--- src/rtl/io_output_bank.sv ---
// io_output_bank: memory-mapped bank of registered output ports for the CPU
// I/O space. Each port can be written plainly or via set/clear/toggle address
// aliases, always under per-byte enables. A write to port k produces a
// one-cycle wr_strobe[k] pulse. rd_data and hit are combinational so the
// load path can return the current port value.
module io_output_bank #(
    parameter int                N_PORTS   = 5,
    parameter int                DATA_W    = 32,
    parameter logic [5:0]        BASE_WORD = 6'h20,
    parameter logic [DATA_W-1:0] RESET_VAL = {DATA_W{1'b0}}
) (
    input  logic                        io_clk,
    input  logic                        clr,
    input  logic [31:0]                 addr,
    input  logic [DATA_W-1:0]           datain,
    input  logic [DATA_W/8-1:0]         byte_en,
    input  logic                        write_io_enable,
    output logic [N_PORTS*DATA_W-1:0]   out_port,
    output logic [N_PORTS-1:0]          wr_strobe,
    output logic [DATA_W-1:0]           rd_data,
    output logic                        hit
);

    localparam int         BE_W      = DATA_W / 8;
    localparam logic [6:0] N_PORTS_C = 7'(N_PORTS);

    localparam logic [1:0] MODE_WRITE = 2'b00;
    localparam logic [1:0] MODE_SET   = 2'b01;
    localparam logic [1:0] MODE_CLR   = 2'b10;
    localparam logic [1:0] MODE_TOG   = 2'b11;

    logic [N_PORTS*DATA_W-1:0] out_port_r;
    logic [N_PORTS-1:0]        wr_strobe_r;
    logic [N_PORTS*DATA_W-1:0] port_next_s;
    logic [N_PORTS-1:0]        strobe_next_s;
    logic [5:0]                idx_s;
    logic                      hit_s;
    logic                      wr_accept_s;
    logic [DATA_W-1:0]         rd_data_s;
    logic                      unused_addr_s;

    // Per-byte read-modify-write merge. Disabled bytes always keep the old
    // value; the old value is the pre-edge register contents, so back-to-back
    // set/clear/toggle writes chain without any forwarding.
    function automatic logic [DATA_W-1:0] apply_mode(
        input logic [DATA_W-1:0] old_val,
        input logic [DATA_W-1:0] din,
        input logic [BE_W-1:0]   be,
        input logic [1:0]        mode
    );
        logic [DATA_W-1:0] res;
        logic [7:0]        old_b;
        logic [7:0]        din_b;
        logic [7:0]        new_b;
        res = old_val;
        for (int b = 0; b < BE_W; b++) begin
            old_b = old_val[b*8 +: 8];
            din_b = din[b*8 +: 8];
            case (mode)
                MODE_WRITE: new_b = din_b;
                MODE_SET:   new_b = old_b | din_b;
                MODE_CLR:   new_b = old_b & ~din_b;
                MODE_TOG:   new_b = old_b ^ din_b;
                default:    new_b = old_b;
            endcase
            if (be[b]) begin
                res[b*8 +: 8] = new_b;
            end else begin
                res[b*8 +: 8] = old_b;
            end
        end
        return res;
    endfunction

    // Port decode: the subtraction is 6-bit, so addresses below the base wrap
    // to large indices and fail the range compare instead of aliasing.
    always_comb begin
        idx_s       = addr[7:2] - BASE_WORD;
        hit_s       = ({1'b0, idx_s} < N_PORTS_C);
        wr_accept_s = write_io_enable & hit_s;
    end

    // Next-state for every port register and its update strobe.
    always_comb begin
        port_next_s   = out_port_r;
        strobe_next_s = {N_PORTS{1'b0}};
        for (int k = 0; k < N_PORTS; k++) begin
            if (wr_accept_s && (idx_s == 6'(k))) begin
                port_next_s[k*DATA_W +: DATA_W] =
                    apply_mode(out_port_r[k*DATA_W +: DATA_W], datain, byte_en, addr[9:8]);
                strobe_next_s[k] = 1'b1;
            end else begin
                strobe_next_s[k] = 1'b0;
            end
        end
    end

    // Combinational readback of the selected port; zero on a miss.
    always_comb begin
        rd_data_s = {DATA_W{1'b0}};
        for (int k = 0; k < N_PORTS; k++) begin
            if (hit_s && (idx_s == 6'(k))) begin
                rd_data_s = out_port_r[k*DATA_W +: DATA_W];
            end else begin
                rd_data_s = rd_data_s;
            end
        end
    end

    // Port registers and strobes; clr overrides any write in flight.
    always_ff @(posedge io_clk or posedge clr) begin
        if (clr) begin
            out_port_r  <= {N_PORTS{RESET_VAL}};
            wr_strobe_r <= {N_PORTS{1'b0}};
        end else begin
            out_port_r  <= port_next_s;
            wr_strobe_r <= strobe_next_s;
        end
    end

    // Address bits outside the port/mode fields are intentionally ignored.
    assign unused_addr_s = ^{addr[31:10], addr[1:0]};

    assign out_port  = out_port_r;
    assign wr_strobe = wr_strobe_r;
    assign rd_data   = rd_data_s;
    assign hit       = hit_s;

endmodule
--- config.mk ---
export PLATFORM = sky130hd
export DESIGN_NAME = io_output_bank
export DESIGN_NICKNAME = d
export VERILOG_FILES = /design/src/rtl/io_output_bank.sv
export SDC_FILE = /design/constraint.sdc
export NUM_CORES = 1
export LEC_CHECK = 0
export BUFFER_PORTS_ARGS = -buffer_cell sky130_fd_sc_hd__buf_2
export CORE_ASPECT_RATIO = 1.2
export CORE_UTILIZATION = 25
export DETAILED_ROUTE_END_ITERATION = 7
export PLACE_DENSITY_LB_ADDON = 0.2
export SLEW_MARGIN = 20
export SYNTH_ARGS = -nofsm -noshare
export SYNTH_HDL_FRONTEND = slang
export SYNTH_SLANG_ARGS = --single-unit
export TNS_END_PERCENT = 50
--- constraint.sdc ---
create_clock -name io_clk -period 6 [get_ports io_clk]
set_input_delay 1.2 -clock io_clk [delete_from_list [all_inputs] [get_ports io_clk]]
set_output_delay 1.2 -clock io_clk [all_outputs]
set_load 0.01 [all_outputs]
After elaboration in Yosys (flattened, before gate mapping)
Cells that the tools add are included.
{ "op_classes": {"addsub": 1, "magnitude_cmp": 1, "n_eq_ne": 7, "mux": 30, "n_bitwise": 65, "n_reduce_logical": 32} }
{ "op_table": {"columns": ["op", "count"], "rows": [
  ["8-bit one-hot mux with 4 select lines", 20],
  ["8-bit bitwise AND", 20],
  ["32-bit 2-to-1 mux", 5],
  ["8-bit bitwise OR", 20],
  ["8-bit bitwise XOR", 20],
  ["2-bit AND reduction", 20],
  ["8-bit NOT", 4],
  ["6-bit by 2-bit == test with 1-bit output (second input constant)", 2],
  ["1-bit logical AND", 10],
  ["6-bit by 1-bit == test with 1-bit output (second input constant)", 1],
  ["6-bit by 3-bit == test with 1-bit output (second input constant)", 1],
  ["6-bit logical NOT", 1],
  ["6-bit by 3-bit less-than comparator with 1-bit output (second input constant)", 1],
  ["6-bit subtractor (second input constant)", 1],
  ["1-bit 2-to-1 mux", 5],
  ["2-bit == test (second input constant)", 2],
  ["2-bit by 1-bit == test with 1-bit output (second input constant)", 1],
  ["2-bit logical NOT", 1],
  ["1-bit bitwise AND", 1]
]} }
{ "totals": {"register_bits": 165, "inputBits": 71, "out_inout_bits": 198, "word_cells": 157} }

Depth between registers and ports, before layout
Gate-level depths: netlist of the first run.
{ "logic_depth": {"word_depth": 8, "mapped_depth": 6, "mapped_depth_nobuf": 5} }

Least setup slack after synthesis of the first run
Ideal clock, no wire load.
{ "synth_timing": {"path_type": "input-to-output", "from": "input addr[2]", "to": "output rd_data[22]", "t_arrival_ns": 2.518, "t_required_ns": 4.800, "setup_slack_ns": 2.282, "path_stages": 5, "n_path_buf": 3, "cell_sequence": "buf_2 > buf_2 > clkbuf_1 > mux4_2 > a22o_1"} }
{ "synth_between": {"elab_chain_cells": 8, "word_cells_on_any_way": 17, "cone_classes": "add/sub (1); order compare (1); eq/ne (4); mux (5); reduce/logical (6)"} }
{ "synth_lines": {"columns": ["element", "line_no", "rtl"], "rows": [
  ["start, declared", "14", "input logic [31:0] addr,"],
  ["6-bit subtractor *", "78", "idx_s = addr[7:2] - BASE_WORD;"],
  ["6-bit by 3-bit less-than comparator with 1-bit output / 6-bit logical NOT (equally long branches)", "79, 102", null],
  ["1-bit logical AND", "102", "if (hit_s && (idx_s == 6'(k))) begin"],
  ["32-bit 2-to-1 mux (4 in a row)", "102", null],
  ["32-bit 2-to-1 mux *", "102", null],
  ["end, declared", "20", "output logic [DATA_W-1:0] rd_data,"]
]} }
Every way passes the cells marked *; elsewhere a longest branch is shown, timed or not.

Worst setup path in the final report of the first run
{ "layout_timing": {"from": "input addr[2]", "to": "output rd_data[14]"} }
The elaborated chain is that of the path after synthesis.

==> summary.txt, run 1 <==
Cell Rows = 102
Die height = 283 microns
Die area = 66900 sq um
Cell taking the most area after synthesis = mux4_2
Finished Cell Area = 19200 sq um
Clk sink count = 165
YS warnings = 0
Switch share = 0.325
Unrepaired setup endpoints after global routing = no
Setup CP Type = in2out
WP buf/inv = 3
Clock skew = 0 ps
Clock Root Buffer = clkbuf_16
Hold buffers post-CTS = 0
Placer congestion estimate = 0.701
Comb power frac = 0.250
Nets = 1932
CTS tree = yes
DRT Pass-1 Iters = 4
HP Class = reg2reg
Routed wire length = 46900 microns
DRC = 0
Setup TNS Final = 0 ps
Library cells used by synthesis = 28
EDFF count, synth = 0
Multi-input gate area = 10700 sq um
Clk buf depth = 2
Vias in the first global route = 11900
Total global routing overflow = 0
Seq pwr share = 0.385
Top cell type's share of synthesized area = 0.263
Setup Viol. Count Final = 0
Post-synthesis sequential area ratio = 0.251
Critical path capture point type = primary output
FF/Latch Area = 4130 sq um
WL per Instance = 19.6 microns
Top cells by area, synth = mux4_2 26%, dfrtp_1 25%, ha_1 24%
Postcts setup bufs = 0
Critical-path cell list = buf_4 -> buf_4 -> mux4_2 -> a22o_1 -> buf_2
Net switching power figure = 0.00110 W
Total core area = 64800 sq um
Pleak = 9.91 nW
Area grow syn2layout = 16.9%
Top Family by Delay on Critical Path = buffers and inverters
Post-Syn Area = 16500 sq um
Via Count = 11200
Clk_lat worst skew = 480 ps
Clk network pwr share = 0.364
Most used cell along the critical path = buf_4
Achievable Freq = 0.230 GHz
Max-cap viol count = 0
CP arrival = 3140 ps
Share of post-route cells with drive strength above 1 = 0.418
CTS buffer count = 17
IO Pins = 269
VDD IR max = 0.231 mV
Starting Density = 0.254
Data required time of the worst path = 4800 ps
Largest net degree at the start of global routing = 88
Total track usage = 0.146
CTS resizes = 0
CP startpoint kind = input port
Power per standard cell area = 176 nW/um^2
Filler cells = 6619
Die span in x = 236 microns
Routed Antenna Nets = 0
Worst hold margin = 589 ps
Slowest CP cell = buf_4
Top_reg_cell synth = dfrtp_1
Cell Area, Placed = 18600 sq um
Crit path time final = 4340 ps
CP peak stage delay = 630 ps
Initial antenna violation count = 3
Synth Register Bits = 165
Slew @ Worst Pin = 973 ps
CTS H-tree depth = 4
Status = finished, final reports clean
Vias per cell = 4.67
Crit-path max FO = 24
Mapped Avg Cell Area = 12.4 sq um
PortBufs = 244
First-pass GRT wire length = 73300 microns
Syn Nets = 1718
Final Slew Violations = 0
Fin crit share = 0.723
Hold Violations, Final = 0
Final HPWL DP = 31500 microns
Pint = 0.00229 W
Relative slew slack = 0.348
Post-Syn Instances = 1327
Initial DRC count = 380
Clk slew on worst S/H paths = 70 ps
Fraction of registers with async set/reset = 1.00
==> power groups by stage <==
stage	Combinational, W	Clock, W	Sequential, W
after CTS	0.000873	0.00130	0.00131
after floorplan	0.000567	0	0.00133
after global placement	0.000822	0	0.00132
final	0.000847	0.00123	0.00131
after global routing	0.000964	0.00133	0.00132
after detailed placement	0.000870	0	0.00133
==> worst reg2reg max path, stage by stage, from the launching register on <==
cell and delay, ps:
dfrtp_1 480, inv_1 80, ha_1 270, mux4_2 450, mux2_2 260
==> final timing paths <==
check,from,end,slack (ps),cells after the start
worst min register to register,out_port[79]$_DFFE_PP0P_,out_port[79]$_DFFE_PP0P_,590,1
worst min-delay path,out_port[79]$_DFFE_PP0P_,out_port[79]$_DFFE_PP0P_,590,1
min in group asynchronous,clr,out_port[36]$_DFFE_PP0P_,720,2
worst max-delay path,addr[2],rd_data[14],1660,5
max in group asynchronous,clr,out_port[83]$_DFFE_PP0P_,4280,3
worst max register to register,out_port[152]$_DFFE_PP0P_,out_port[152]$_DFFE_PP0P_,4350,4
==> sequential cells by signal, summed over array words and instances, names as in the netlist <==
name / count
wr_strobe: 5
out_port: 160
==> routing by layer <==
layer	share of wire	wire [microns]	global-route usage	up-vias
met4	0.014	677	0.0414	4
met1	0.46	21500	0.189	5869
met2	0.49	23100	0.249	195
met5	0.00053	25	0	-
met3	0.033	1530	0.0246	33
li1	-	-	-	5054
==> final cells by class <==
class	count	share of cell area
sequential	165	0.215
antenna	1	0.000130
tap	832	0.0541
timing repair buffer	258	0.0728
clock buffer	18	0.0223
multi-input combinational	745	0.557
inverter	354	0.0693
clock inverter	14	0.00917
==> cells by family after synthesis <==
logic type	count (synthesis)	share of synthesized area
AO/OA/AOI/OAI	33	0.0173
AND/OR/NAND/NOR	40	0.0182
buffers and inverters	417	0.0981
adder cells (fa/ha/maj)	320	0.243
multiplexers	352	0.372
flip-flops	165	0.251
==> cell usage after synthesis, types with 3 or more instances <==
cell / number
a22o_1: 32
and2_0: 3
and2_1: 3
buf_1: 11
buf_2: 33
clkbuf_1: 17
dfrtp_1: 165
ha_1: 320
inv_1: 354
mux2_2: 160
mux4_2: 192
nand3_1: 8
nand4_1: 4
nor3b_4: 3
==> layout by cell type (no fill, tap or decap), types with 4 or more instances in the layout <==
master,Yosys,layout
inv_1,354,353
ha_1,320,320
buf_2,33,240
mux4_2,192,192
dfrtp_1,165,165
mux2_2,160,160
a22o_1,32,32
clkbuf_16,0,17
buf_4,2,12
nand3_1,8,8
nand4_1,4,4
inv_6,0,4
clkinvlp_4,0,4
buf_12,0,4
==> metrics by stage <==
step | power (W) | setup slack (ps) | util | cells
2_1_floorplan | 0.00190 | 338 | - | 1327
3_3_place_gp | 0.00215 | 1620 | 0.287 | 2354
3_5_place_dp | 0.00220 | 1560 | 0.287 | 2354
4_1_cts | 0.00349 | 1560 | 0.297 | 2386
5_1_grt | 0.00362 | 1500 | 0.297 | 2387
6_report | 0.00339 | 1660 | 0.297 | 2387
No activity file was read; power rests on OpenSTA's default activity.
==> run 2: changes to the inputs <==
- clock period: 6 -> 4.3 ns (I/O delays scaled with it)
==> run 2 against run 1 <==
Effect of this change: final cell count grew 0.59%; clock power grew 43%; count of clock-buffer cells in the layout grew 4; register-to-register slack lost 1700 ps; sequential share of layout area shrank 0.23 points; first-iteration DRC count grew 9.7%; hold slack lost 91 ps; largest power group unchanged; cell area grew 1.1%.
==> summary.txt, run 2 (same netlist as run 1, synthesis figures left out) <==
Commonest cells after routing, fill and taps aside = 353 x inv_1, 320 x ha_1, 240 x buf_2
CP startpoint kind = input port
Clk_lat worst skew = 480 ps (about the same)
Crit-path max FO = 23 (-4.2%)
Fin crit share = 0.841
Share of post-route cells with drive strength above 1 = 0.423 (+0.00557)
Slew @ Worst Pin = 838 ps (-135 ps)
Power per standard cell area = 246 nW/um^2 (+40%)
Clk buf depth = 2 (unchanged)
Clk slew on worst S/H paths = 70 ps (about the same)
Setup TNS Final = 0 ps (unchanged)
Clk sink count = 165 (unchanged)
Initial DRC count = 417 (+9.7%)
Placer congestion estimate = 0.695 (-0.87%)
Die span in x = 236 microns (unchanged)
Reg2Reg Depth = 4 (unchanged)
Multi-input gate area = 10700 sq um (unchanged)
Total track usage = 0.148 (+0.00149)
Max-cap viol count = 0 (unchanged)
Die area = 66900 sq um (unchanged)
PortBufs = 244 (unchanged)
Achievable Freq = 0.277 GHz
Most common cell after layout, fill and taps aside = inv_1
CTS H-tree depth = 4 (unchanged)
Setup CP Type = in2out
Final HPWL DP = 32200 microns (+2.3%)
Nets = 1947 (+0.78%)
Data required time of the worst path = 3440 ps (-1360 ps)
Max reg flops = 160 (unchanged)
Seq pwr share = 0.380 (-0.005)
Net switching power figure = 0.00153 W (+39%)
FF/Latch Area = 4130 sq um (unchanged)
Unrepaired setup endpoints after global routing = no
VDD IR max = 0.315 mV (+36%)
Setup Viol. Count Final = 0 (unchanged)
Pint = 0.00326 W (+43%)
Total global routing overflow = 0 (unchanged)
Filler cells = 6701 (+1.2%)
Die height = 283 microns (unchanged)
Clk network pwr share = 0.368 (+0.004)
Vias in the first global route = 11800 (-0.55%)
HP Class = in2async
N_diodes = 0 (-1)
Routed wire length = 47600 microns (+1.6%)
CTS tree = yes
Status = finished, final reports clean
Hold Violations, Final = 0 (unchanged)
WL per Instance = 19.8 microns (+0.99%)
Total core area = 64800 sq um (unchanged)
Relative slew slack = 0.440 (+0.0918)
CTS resizes = 0 (unchanged)
Switch share = 0.318 (-0.00619)
Routed Antenna Nets = 0 (unchanged)
Total power = 0.00479 W (+41%)
Vias per cell = 4.70 (+0.66%)
First-pass GRT wire length = 74400 microns (+1.5%)
Via Count = 11300 (+1.2%)
Initial antenna violation count = 3 (unchanged)
Comb power frac = 0.251 (about the same)
Clock Root Buffer = clkbuf_16
Crit path time final = 3620 ps
Area grow syn2layout = 18.1%
DRC = 0 (unchanged)
Final core utilization = 0.300 (+0.00320)
Clock skew = 0 ps (unchanged)
DRT Pass-1 Iters = 4 (unchanged)
Cell Rows = 102 (unchanged)
IO Pins = 269 (unchanged)
Starting Density = 0.254 (unchanged)
Largest net degree at the start of global routing = 60 (-32%)
CP arrival = 2760 ps (-380 ps)
Final Slew Violations = 0 (unchanged)
CTS buffer count = 17 (unchanged)
Hold buffers post-CTS = 0 (unchanged)
Pleak = 10.0 nW (+1.1%)
Postcts setup bufs = 0 (unchanged)
Critical path capture point type = primary output
Worst hold margin = 498 ps (-90.6 ps)
## run 2: cell types whose count changed in the layout (fill, tap and decap cells not counted)
cell	change
diode_2	-1
inv_8	-1
buf_12	+6
clkinv_4	+2
clkinv_2	-1
clkbuf_8	+4
inv_6	-3
clkinvlp_4	-1
buf_4	+9
## run 2: layout make-up
cell class,count,area share
clock inverters,10,0.00747
well taps,832,0.0535
flip-flops and latches,165,0.212
multi-input cells,745,0.552
inverters,354,0.0685
repair buffers,273,0.0817
clock buffers,22,0.0249
## run 2: final timing paths
path                                            from                         to  slack (ps)
setup / recovery                             addr[3]                rd_data[24]         680
hold / removal                                   clr  out_port[156]$_DFFE_PP0P_         500
setup reg to reg           out_port[152]$_DFFE_PP0P_  out_port[152]$_DFFE_PP0P_        2630
hold reg to reg             out_port[69]$_DFFE_PP0P_   out_port[69]$_DFFE_PP0P_         590
max in group asynchronous                        clr   out_port[14]$_DFFE_PP0P_        2920
min in group io_clk         out_port[69]$_DFFE_PP0P_   out_port[69]$_DFFE_PP0P_         590
## run 2: layer usage
layer / part of all wire / up-vias / track usage / routed length [microns]
met3: 0.034 / 42 / 0.0238 / 1640
met4: 0.016 / 6 / 0.0437 / 761
met5: 0.00073 / - / 0 / 35
li1: - / 5094 / - / -
met1: 0.46 / 5961 / 0.193 / 21800
met2: 0.49 / 191 / 0.250 / 23400
## run 2: power groups by stage
stage / Combinational [W] / Sequential, W / Clock, W
floorplan: 0.000792 / 0.00185 / 0
global placement: 0.00117 / 0.00185 / 0
detailed placement: 0.00123 / 0.00186 / 0
CTS: 0.00124 / 0.00183 / 0.00185
global route: 0.00137 / 0.00185 / 0.00189
finish: 0.00120 / 0.00182 / 0.00176
## run 2: through the flow
step                worst slack, ps  cell area [sq um]  instances
finish                          684              19400       2401
detailed placement              648              18800       2369
global route                    549              19400       2401
CTS                             640              19400       2401
floorplan                      1260              16500       1327
global placement                699              18800       2369
## run 2: worst max-delay path, stage by stage
cell	delay, ps
buf_4	250
nor3b_1	300
and2_2	650
buf_12	270
a22o_1	210
buf_2	150
